[src/rtl/axist_rr_arb.sv]
// Round-robin arbiter: NUM_SRC valid/ready/last stream sources share one sink.
// A granted source owns the sink until its last beat is accepted.
module axist_rr_arb #(
  parameter int NUM_SRC = 4,
  parameter int DW      = 8
) (
  input  logic                       clk,
  input  logic                       rst_n,
  input  logic [NUM_SRC-1:0]         s_valid,
  input  logic [NUM_SRC*DW-1:0]      s_data,
  input  logic [NUM_SRC-1:0]         s_last,
  output logic [NUM_SRC-1:0]         s_ready,
  output logic                       m_valid,
  output logic [DW-1:0]              m_data,
  output logic                       m_last,
  input  logic                       m_ready,
  output logic [$clog2(NUM_SRC)-1:0] grant_id,
  output logic                       busy
);

  localparam int GW = $clog2(NUM_SRC);

  typedef enum logic {ST_IDLE, ST_BUSY} state_e;

  state_e        state_q, state_d;
  logic [GW-1:0] grant_q, grant_d;
  logic [GW-1:0] rr_ptr_q, rr_ptr_d;
  logic [GW-1:0] pick, idx;
  logic          found;
  logic [DW-1:0] src_data [NUM_SRC];

  for (genvar i = 0; i < NUM_SRC; i++) begin : g_unpack
    assign src_data[i] = s_data[i*DW +: DW];
  end

  // First requester strictly after rr_ptr, so the last owner ranks lowest.
  always_comb begin
    pick  = '0;
    idx   = '0;
    found = 1'b0;
    for (int k = 1; k <= NUM_SRC; k++) begin
      idx = GW'((int'(rr_ptr_q) + k) % NUM_SRC);
      if (!found && s_valid[idx]) begin
        found = 1'b1;
        pick  = idx;
      end
    end
  end

  assign busy     = (state_q == ST_BUSY);
  assign grant_id = grant_q;
  assign m_valid  = busy & s_valid[grant_q];
  assign m_data   = src_data[grant_q];
  assign m_last   = s_last[grant_q];

  always_comb begin
    s_ready = '0;
    if (busy) s_ready[grant_q] = m_ready;
  end

  always_comb begin
    state_d  = state_q;
    grant_d  = grant_q;
    rr_ptr_d = rr_ptr_q;
    case (state_q)
      ST_IDLE: begin
        if (found) begin
          state_d = ST_BUSY;
          grant_d = pick;
        end
      end
      ST_BUSY: begin
        if (m_valid && m_ready && m_last) begin
          state_d  = ST_IDLE;
          rr_ptr_d = grant_q;
        end
      end
      default: state_d = ST_IDLE;
    endcase
  end

  always_ff @(posedge clk or negedge rst_n) begin
    if (!rst_n) begin
      state_q  <= ST_IDLE;
      grant_q  <= '0;
      rr_ptr_q <= GW'(NUM_SRC - 1);
    end else begin
      state_q  <= state_d;
      grant_q  <= grant_d;
      rr_ptr_q <= rr_ptr_d;
    end
  end

endmodule

[config.mk]
export PLATFORM = sky130hd
export DESIGN_NAME = axist_rr_arb
export DESIGN_NICKNAME = d
export VERILOG_FILES = /design/src/rtl/axist_rr_arb.sv
export SDC_FILE = /design/constraint.sdc
export NUM_CORES = 1
export LEC_CHECK = 0
export BUFFER_PORTS_ARGS = -buffer_cell sky130_fd_sc_hd__buf_2
export CELL_PAD_IN_SITES_DETAIL_PLACEMENT = 1
export CELL_PAD_IN_SITES_GLOBAL_PLACEMENT = 2
export CORE_MARGIN = 3
export CORE_UTILIZATION = 18
export DETAILED_ROUTE_END_ITERATION = 6
export PLACE_DENSITY = 0.89
export SLEW_MARGIN = 30
export SYNTH_ARGS = -nofsm -noshare
export SYNTH_HDL_FRONTEND = slang
export SYNTH_SLANG_ARGS = --single-unit
[constraint.sdc]
create_clock -name clk -period 2.4 [get_ports clk]
set_clock_uncertainty 0.1 [all_clocks]
set_input_delay 0.24 -clock clk [delete_from_list [all_inputs] [get_ports clk]]
set_output_delay 0.24 -clock clk [all_outputs]
set_load 0.05 [all_outputs]
==> flow_summary.yaml, run 1 <==
global_route:
  grt_max_degree: 16
  grt_overflow_total: 0
  grt_pass1_wl_mm: 3.64
  antenna_found_initial: 0
  grt_pass1_vias: 752
  track_usage_pct: 11.5
sta:
  tightest_slew_ns: 0.365
  fin_ws_ns: 0.324
  fin_crit_ns: 2.08
  fmax_ghz: 0.482
  setup_viol: 0
  fin_crit_sh_pct: 86.5
  timing.slew.headroom_pct: 75.7
  slew_violations: 0
  rsz0062_at_grt: "false"
  fin_tns_setup_ns: 0
  hold_viol: 0
route:
  vias: 666
  viasPerCell: 4.35
  drc: 0
  drt_iter0_markers: 11
  dr.pass1.iters: 4
  drt_wl_total_mm: 2.15
  wl_per_cell_um: 14.1
  ant_nets: 0
clocking:
  clockBufferDepth: 2
  postCtsHoldBufs: 1
  clk_latency_ns: 0.24
  clk_pin_slew_ns: 0.04
  post_cts_buffers: 0
  htreeDepth: 1
  cts_sinks: 5
  cts_resized: 0
  clock_tree.root_cell: "clkbuf_4"
  cts_buffers: 3
  cts_tree: "done"
worst_setup_path:
  ff2ff_path_depth: 3
  critical_path_required_ns: 2.06
  cpPeakStageDelay_ns: 0.55
  crit_type: "register to output pin"
  cpMaxStageDelayCell: "dfrtp_1"
  end_kind: "output pin"
  crit_start: "grant_id[0]"
  crit_path_start_kind: "register"
  critPathMaxFanout: 8
  arrival_ns: 1.74
  worstReg2RegStart: "grant_id[0]"
  crit_chain: "buf_4, mux4_2, buf_2"
synthesis:
  syn_area_um2: 569
  synth_top_cells_by_area: "mux4_2 40%, dfrtp_1 13%, dfstp_2 9.2%, mux2_1 5.9%, a21o_1 2.6%"
  synth.avg_cell_area_um2: 11.9
  yosysWarnings: 0
  ys_ff_latch: 5
  synth_nets: 91
  yosys.area.top_type_share_pct: 39.6
  syn_inst: 48
  yosysSeqAreaShare_pct: 22.4
  synth_cell_types: 24
  yosysTopAreaCell: "mux4_2"
power_and_ir_drop:
  design_power_total_mw: 1.36
  vdd_drop_max_mv: 0.345
  power.density_nw_per_um2: 1420
  leakage_nw: 0.475
floorplanning:
  start_util_pct: 19.8
  core_um2: 2880
  die_y_um: 62.2
  fp-row-count: 19
  die_area_um2: 3870
  io-pin-count: 60
  die_w_um: 62.2
finish:
  drive_above_1_share_pct: 72.1
  fin_cells: 153
  diodes: 0
  syn_to_final_growth_pct: 68.8
  fin_nets: 155
  fin_area_um2: 961
place:
  dp.final_hpwl_mm: 1.88
  gp_congestion: 0.733
  dpl_cell_area_um2: 925
  dp_slack_ns: 0.560
  io_buffers: 59
  dpl.cell_count: 148
flow_run:
  max_cap_violations: 0
outcome:
  status: "finished, final reports clean"
hold_path:
  min_path_type: "input port to asynchronous set/reset pin"
## worst max-delay path: cells and delay by family (launching register included)
kind / cells / cell delay, ns
multiplexers: 1 / 0.49
buffers and inverters: 2 / 0.45
flip-flops: 1 / 0.55
## synth_stat cells
master / n
nand3_1: 1
nand4_2: 1
mux2i_1: 1
mux2_1: 3
buf_2: 2
nand2b_1: 2
nor3b_1: 1
buf_6: 1
dfstp_2: 2
nor2_1: 4
nor3_1: 2
o21a_1: 1
inv_1: 2
a21o_1: 2
nand2_1: 3
a21oi_1: 1
a31oi_1: 1
mux4_2: 10
or4_1: 1
nand3b_1: 1
and2_1: 1
buf_1: 1
o41a_1: 1
dfrtp_1: 3
## area by class of cell
| class | count | area, um^2 |
|---|---|---|
| Inverter | 2 | 7.51 |
| Timing Repair Buffer | 63 | 328 |
| Sequential cell | 5 | 128 |
| Multi-Input combinational cell | 37 | 419 |
| Tap cell | 42 | 52.6 |
| Clock buffer | 4 | 26.3 |
| Fill cell | 365 | 1920 |
## cells by family (layout without fill, tap and decap cells)
kind of cell,count (synthesis),count (layout),share of synthesized area (%)
AOI/OAI and AO/OA,6,6,7.91
DFF,5,5,22.4
muxes,14,14,47.3
buffers and inverters,6,69,5.71
and+or+nand+nor,17,17,16.7
## cells in the final DEF (no fill, tap or decap), drive strengths merged
cell type	n
nor3b	1
a31oi	1
nand4	1
mux2i	1
mux4	10
nand2	3
nor3	2
dfstp	2
nand2b	2
nor2	4
a21o	2
and2	1
dlygate4sd3	1
inv	2
nand3b	1
clkbuf	4
nand3	1
a21oi	1
mux2	3
buf	62
dfrtp	3
or4	1
o41a	1
o21a	1
## metrics by stage
stage | utilization, % | hold slack, ns
CTS | 33.4 | 0.253
finish | 33.4 | 0.257
global placement | 32.1 | -0.0458
detailed placement | 32.1 | -0.0417
global route | 33.4 | 0.266
floorplan | - | -0.156
## metal layers
| layer | part of all wire (%) | vias to the layer above | GRT usage, % |
|---|---|---|---|
| li1 | - | 318 | - |
| met1 | 34 | 325 | 11.4 |
| met2 | 59 | 19 | 21.8 |
| met3 | 5.2 | 4 | 4.32 |
| met4 | 1.3 | 0 | 4.14 |
| met5 | 0 | - | 0 |
## where the power goes
group	internal, mW	switching, mW
combinational	0.365	0.693
clock	0.0628	0.0339
sequential	0.137	0.0703
## registers in the layout, indices dropped and copies added, names as in the netlist
signal    count
rr_ptr_q      2
busy          1
grant_id      2
## final timing paths
kind | endpoint | slack (ns)
max in group asynchronous | rr_ptr_q[1] | 1.73
setup reg to reg | rr_ptr_q[0] | 0.61
hold reg to reg | busy | 0.55
min in group clk | busy | 0.27
hold / removal | grant_id[1] | 0.26
setup / recovery | m_data[2] | 0.32
No activity file was read; power rests on OpenSTA's default activity.
==> inputs of run 2 (changes only) <==
--- a/config.mk
+++ b/config.mk
@@ -8,7 +8,7 @@
 export BUFFER_PORTS_ARGS = -buffer_cell sky130_fd_sc_hd__buf_2
 export CELL_PAD_IN_SITES_DETAIL_PLACEMENT = 1
 export CELL_PAD_IN_SITES_GLOBAL_PLACEMENT = 2
-export CORE_MARGIN = 3
+export CORE_MARGIN = 5
 export CORE_UTILIZATION = 18
 export DETAILED_ROUTE_END_ITERATION = 6
 export PLACE_DENSITY = 0.89
==> flow_summary.yaml, run 2 (synthesis gave the netlist of run 1 again) <==
outcome:
  status: "finished, final reports clean"
worst_setup_path:
  crit_type: "register to output pin"
  critPathMaxFanout: 12
  end_kind: "output pin"
  worstReg2RegStart: "grant_id[0]"
  crit_path_start_kind: "register"
  critical_path_required_ns: 2.06
  crit_start: "grant_id[0]"
  arrival_ns: 1.90
flow_run:
  max_cap_violations: 0
finish:
  drive_above_1_share_pct: 71.8
  syn_to_final_growth_pct: 67.9
  final_common_cell: "buf_2"
  mostFrequentLayoutCells: "59 x buf_2, 10 x mux4_2, 4 x nor2_1"
  diodes: 0
  fin_nets: 154
  final_util_pct: 31.3
route:
  routedLengthMet1_um: 710
  wl_per_cell_um: 14.4
  drc: 0
  vias: 676
  dr_wl_met2_mm: 1.38
  topRoutingLayerUsed: "met3"
  drt_iter0_markers: 20
  drt_wl_total_mm: 2.22
  ant_nets: 0
  wl_met3_um: 127
  viasPerCell: 4.39
  dr.pass1.iters: 2
power_and_ir_drop:
  power.density_nw_per_um2: 1410
  leakage_nw: 0.470
  vdd_drop_max_mv: 0.312
sta:
  fin_crit_ns: 2.24
  fin_crit_sh_pct: 93.2
  timing.slew.headroom_pct: 62.6
  fmax_ghz: 0.447
  rsz0062_at_grt: "false"
  tightest_slew_ns: 0.561
  fin_ws_ns: 0.163
  fin_tns_setup_ns: 0
  setup_viol: 0
  slew_violations: 0
  hold_viol: 0
clocking:
  clk_latency_ns: 0.24
  cts_buffers: 3
  clockBufferDepth: 2
  htreeDepth: 1
  cts_tree: "done"
  clock_tree.root_cell: "clkbuf_4"
  clk_pin_slew_ns: 0.05
  cts_sinks: 5
floorplanning:
  die_w_um: 66.2
  io-pin-count: 60
  die_y_um: 66.2
  core_um2: 3050
  start_util_pct: 18.6
  die_area_um2: 4390
  fp-row-count: 20
global_route:
  grt_pass1_wl_mm: 3.46
  grt_max_degree: 16
  grt_pass1_vias: 712
  antenna_found_initial: 0
  track_usage_pct: 10.4
  grt_overflow_total: 0
place:
  io_buffers: 59
  dp_slack_ns: 0.384
  gp_congestion: 0.678
  dp.final_hpwl_mm: 2.00
hold_path:
  min_path_type: "input port to asynchronous set/reset pin"
## run 2: cell type report
| class | count | area, um^2 |
|---|---|---|
| Tap cell | 44 | 55.1 |
| Clock buffer | 4 | 26.3 |
| Multi-Input combinational cell | 37 | 419 |
| Fill cell | 383 | 2100 |
| Sequential cell | 5 | 128 |
| Timing Repair Buffer | 62 | 320 |
| Inverter | 2 | 7.51 |
## run 2: per-layer routing
layer,vias to the layer above,GRT usage [%]
met5,-,0
met4,0,3.05
met3,0,3.06
met2,22,22.4
met1,336,8.62
li1,318,-
## run 2: critical path, cell delays in order (launching register included)
cell and delay (ns):
dfrtp_1 0.69, buf_4 0.25, mux4_2 0.49, buf_2 0.22
## run 2: path summary, 6_finish.rpt
kind	endpoint	slack, ns	depth (start not counted)
setup / recovery	m_data[3]	0.16	3
hold / removal	busy	0.26	2
setup reg to reg	rr_ptr_q[1]	0.44	3
hold reg to reg	busy	0.53	1
max in group asynchronous	rr_ptr_q[0]	1.73	2
min in group clk	busy	0.28	3
## run 2: power by group
part / internal (mW) / switching [mW]
Combinational: 0.355 / 0.676
Sequential: 0.137 / 0.0879
Clock: 0.0628 / 0.0335
## run 2: timing repair
item,in CTS,in global routing
hold buffers,1,0
hold endpoints to repair,5,0
gates resized for setup,0,0
setup buffers,0,0
## run 2: per-stage QoR
stage	area, um^2	power, mW	hold slack [ns]	cells
after floorplan	579	1.07	-0.156	48
after global placement	920	1.25	-0.0436	149
after detailed placement	920	1.27	-0.0366	149
after CTS	956	1.37	0.255	154
after global routing	956	1.42	0.284	154
final	956	1.35	0.258	154
==> inputs of run 3 (changes only) <==
--- a/config.mk
+++ b/config.mk
@@ -8,10 +8,12 @@
 export BUFFER_PORTS_ARGS = -buffer_cell sky130_fd_sc_hd__buf_2
 export CELL_PAD_IN_SITES_DETAIL_PLACEMENT = 1
 export CELL_PAD_IN_SITES_GLOBAL_PLACEMENT = 2
+export CORE_ASPECT_RATIO = 0.75
 export CORE_MARGIN = 5
-export CORE_UTILIZATION = 18
+export CORE_UTILIZATION = 17
 export DETAILED_ROUTE_END_ITERATION = 6
-export PLACE_DENSITY = 0.89
+export GPL_TIMING_DRIVEN = 0
+export PLACE_DENSITY = 0.85
 export SLEW_MARGIN = 30
 export SYNTH_ARGS = -nofsm -noshare
 export SYNTH_HDL_FRONTEND = slang
==> constraint.sdc (replaced) <==
create_clock -name clk -period 2.2 [get_ports clk]
set_clock_uncertainty 0.1 [all_clocks]
set_input_delay 0.22 -clock clk [delete_from_list [all_inputs] [get_ports clk]]
set_output_delay 0.22 -clock clk [all_outputs]
set_load 0.05 [all_outputs]
==> flow_summary.yaml, run 3 (synthesis gave the netlist of run 1 again) <==
outcome:
  status: "finished, final reports clean"
place:
  io_buffers: 59
  dp.final_hpwl_mm: 1.96
  dpl_cell_area_um2: 925
  gp_congestion: 0.701
clocking:
  htreeDepth: 1
  cts_tree: "done"
  clk_latency_ns: 0.22
  clock_tree.root_cell: "clkbuf_8"
  cts_buffers: 3
  clk_pin_slew_ns: 0.03
  cts_sinks: 5
  clockBufferDepth: 2
power_and_ir_drop:
  power.density_nw_per_um2: 1580
  vdd_drop_max_mv: 0.346
  leakage_nw: 0.486
  design_power_total_mw: 1.55
route:
  viasPerCell: 4.36
  wl_per_cell_um: 14.3
  drc: 0
  vias: 662
  drt_wl_total_mm: 2.17
  drt_iter0_markers: 26
  dr.pass1.iters: 2
  ant_nets: 0
finish:
  final_util_pct: 30.0
  fin_nets: 156
  fin_area_um2: 981
  mostFrequentLayoutCells: "61 x buf_2, 10 x mux4_2, 4 x nor2_1"
  diodes: 0
  drive_above_1_share_pct: 72.3
  final_common_cell: "buf_2"
  syn_to_final_growth_pct: 72.3
worst_setup_path:
  critical_path_required_ns: 1.88
  crit_path_start_kind: "register"
  crit_type: "register to output pin"
  end_kind: "output pin"
  arrival_ns: 1.74
  critPathMaxFanout: 10
global_route:
  track_usage_pct: 9.63
  grt_pass1_wl_mm: 3.47
  grt_overflow_total: 0
  antenna_found_initial: 0
  grt_max_degree: 11
  grt_pass1_vias: 742
sta:
  fin_crit_ns: 2.06
  setup_viol: 0
  hold_viol: 0
  rsz0062_at_grt: "false"
  timing.slew.headroom_pct: 82.3
  fin_crit_sh_pct: 93.8
  fmax_ghz: 0.484
  slew_violations: 0
  tightest_slew_ns: 0.266
floorplanning:
  start_util_pct: 17.4
  core_um2: 3270
  die_y_um: 60.1
  fp-row-count: 18
  io-pin-count: 60
  die_area_um2: 4620
  die_w_um: 76.8
hold_path:
  min_path_type: "input port to asynchronous set/reset pin"
flow_run:
  max_cap_violations: 0
## run 3: stage by stage
stage / cells / hold slack [ns] / worst slack [ns] / setup TNS, ns
CTS: 152 / 0.249 / 0.0687 / 0
global placement: 147 / -0.0661 / 0.344 / 0
global route: 152 / 0.266 / 0.0186 / 0
floorplan: 48 / -0.176 / -0.0781 / -0.147
detailed placement: 147 / -0.0633 / 0.305 / 0
finish: 152 / 0.251 / 0.135 / 0
## run 3: final cells by class
type	instances	area (um^2)
fillers	392	2280
plain buffers	4	26.3
well taps	40	50.0
inverters	2	7.51
multi-input cells	37	419
clock buffers	4	45.0
flip-flops and latches	5	128
repair buffers	60	305
## run 3: layer usage
layer  up-vias  track usage [%]  share of wire (%)
met1       325             10.4                 40
met2        18             17.4                 54
met5         -                0                  0
met3         0             3.92                6.0
met4         0             2.99                  0
li1        319                -                  -
## run 3: worst paths after layout
| kind | from | endpoint | slack, ns | cells after the start |
|---|---|---|---|---|
| min in group clk | m_ready | rr_ptr_q[1] | 0.29 | 3 |
| min reg2reg | rr_ptr_q[0] | grant_id[0] | 0.56 | 2 |
| max reg2reg | grant_id[1] | rr_ptr_q[0] | 0.48 | 4 |
| max in group asynchronous | rst_n | rr_ptr_q[1] | 1.54 | 2 |
| min | rst_n | busy | 0.25 | 2 |
| max | grant_id[0] | m_data[4] | 0.14 | 4 |
## run 3: report_power, final
part           internal, mW  switching [mW]
registers             0.150          0.0485
logic                 0.400           0.790
clock network         0.124          0.0419
total                 0.674           0.880
## run 3: what timing repair did
action | 4_1_cts | 5_1_grt
resized for setup | 0 | 1
setup endpoints to repair | 0 | 5
hold buffers | 1 | 0
endpoints found under the hold margin | 5 | 0
buffers inserted | 0 | 0
## run 3: worst max-delay path, stage by stage (launching register included)
cell	delay, ns
dfrtp_1	0.35
buf_6	0.14
buf_2	0.28
mux4_2	0.54
buf_2	0.23
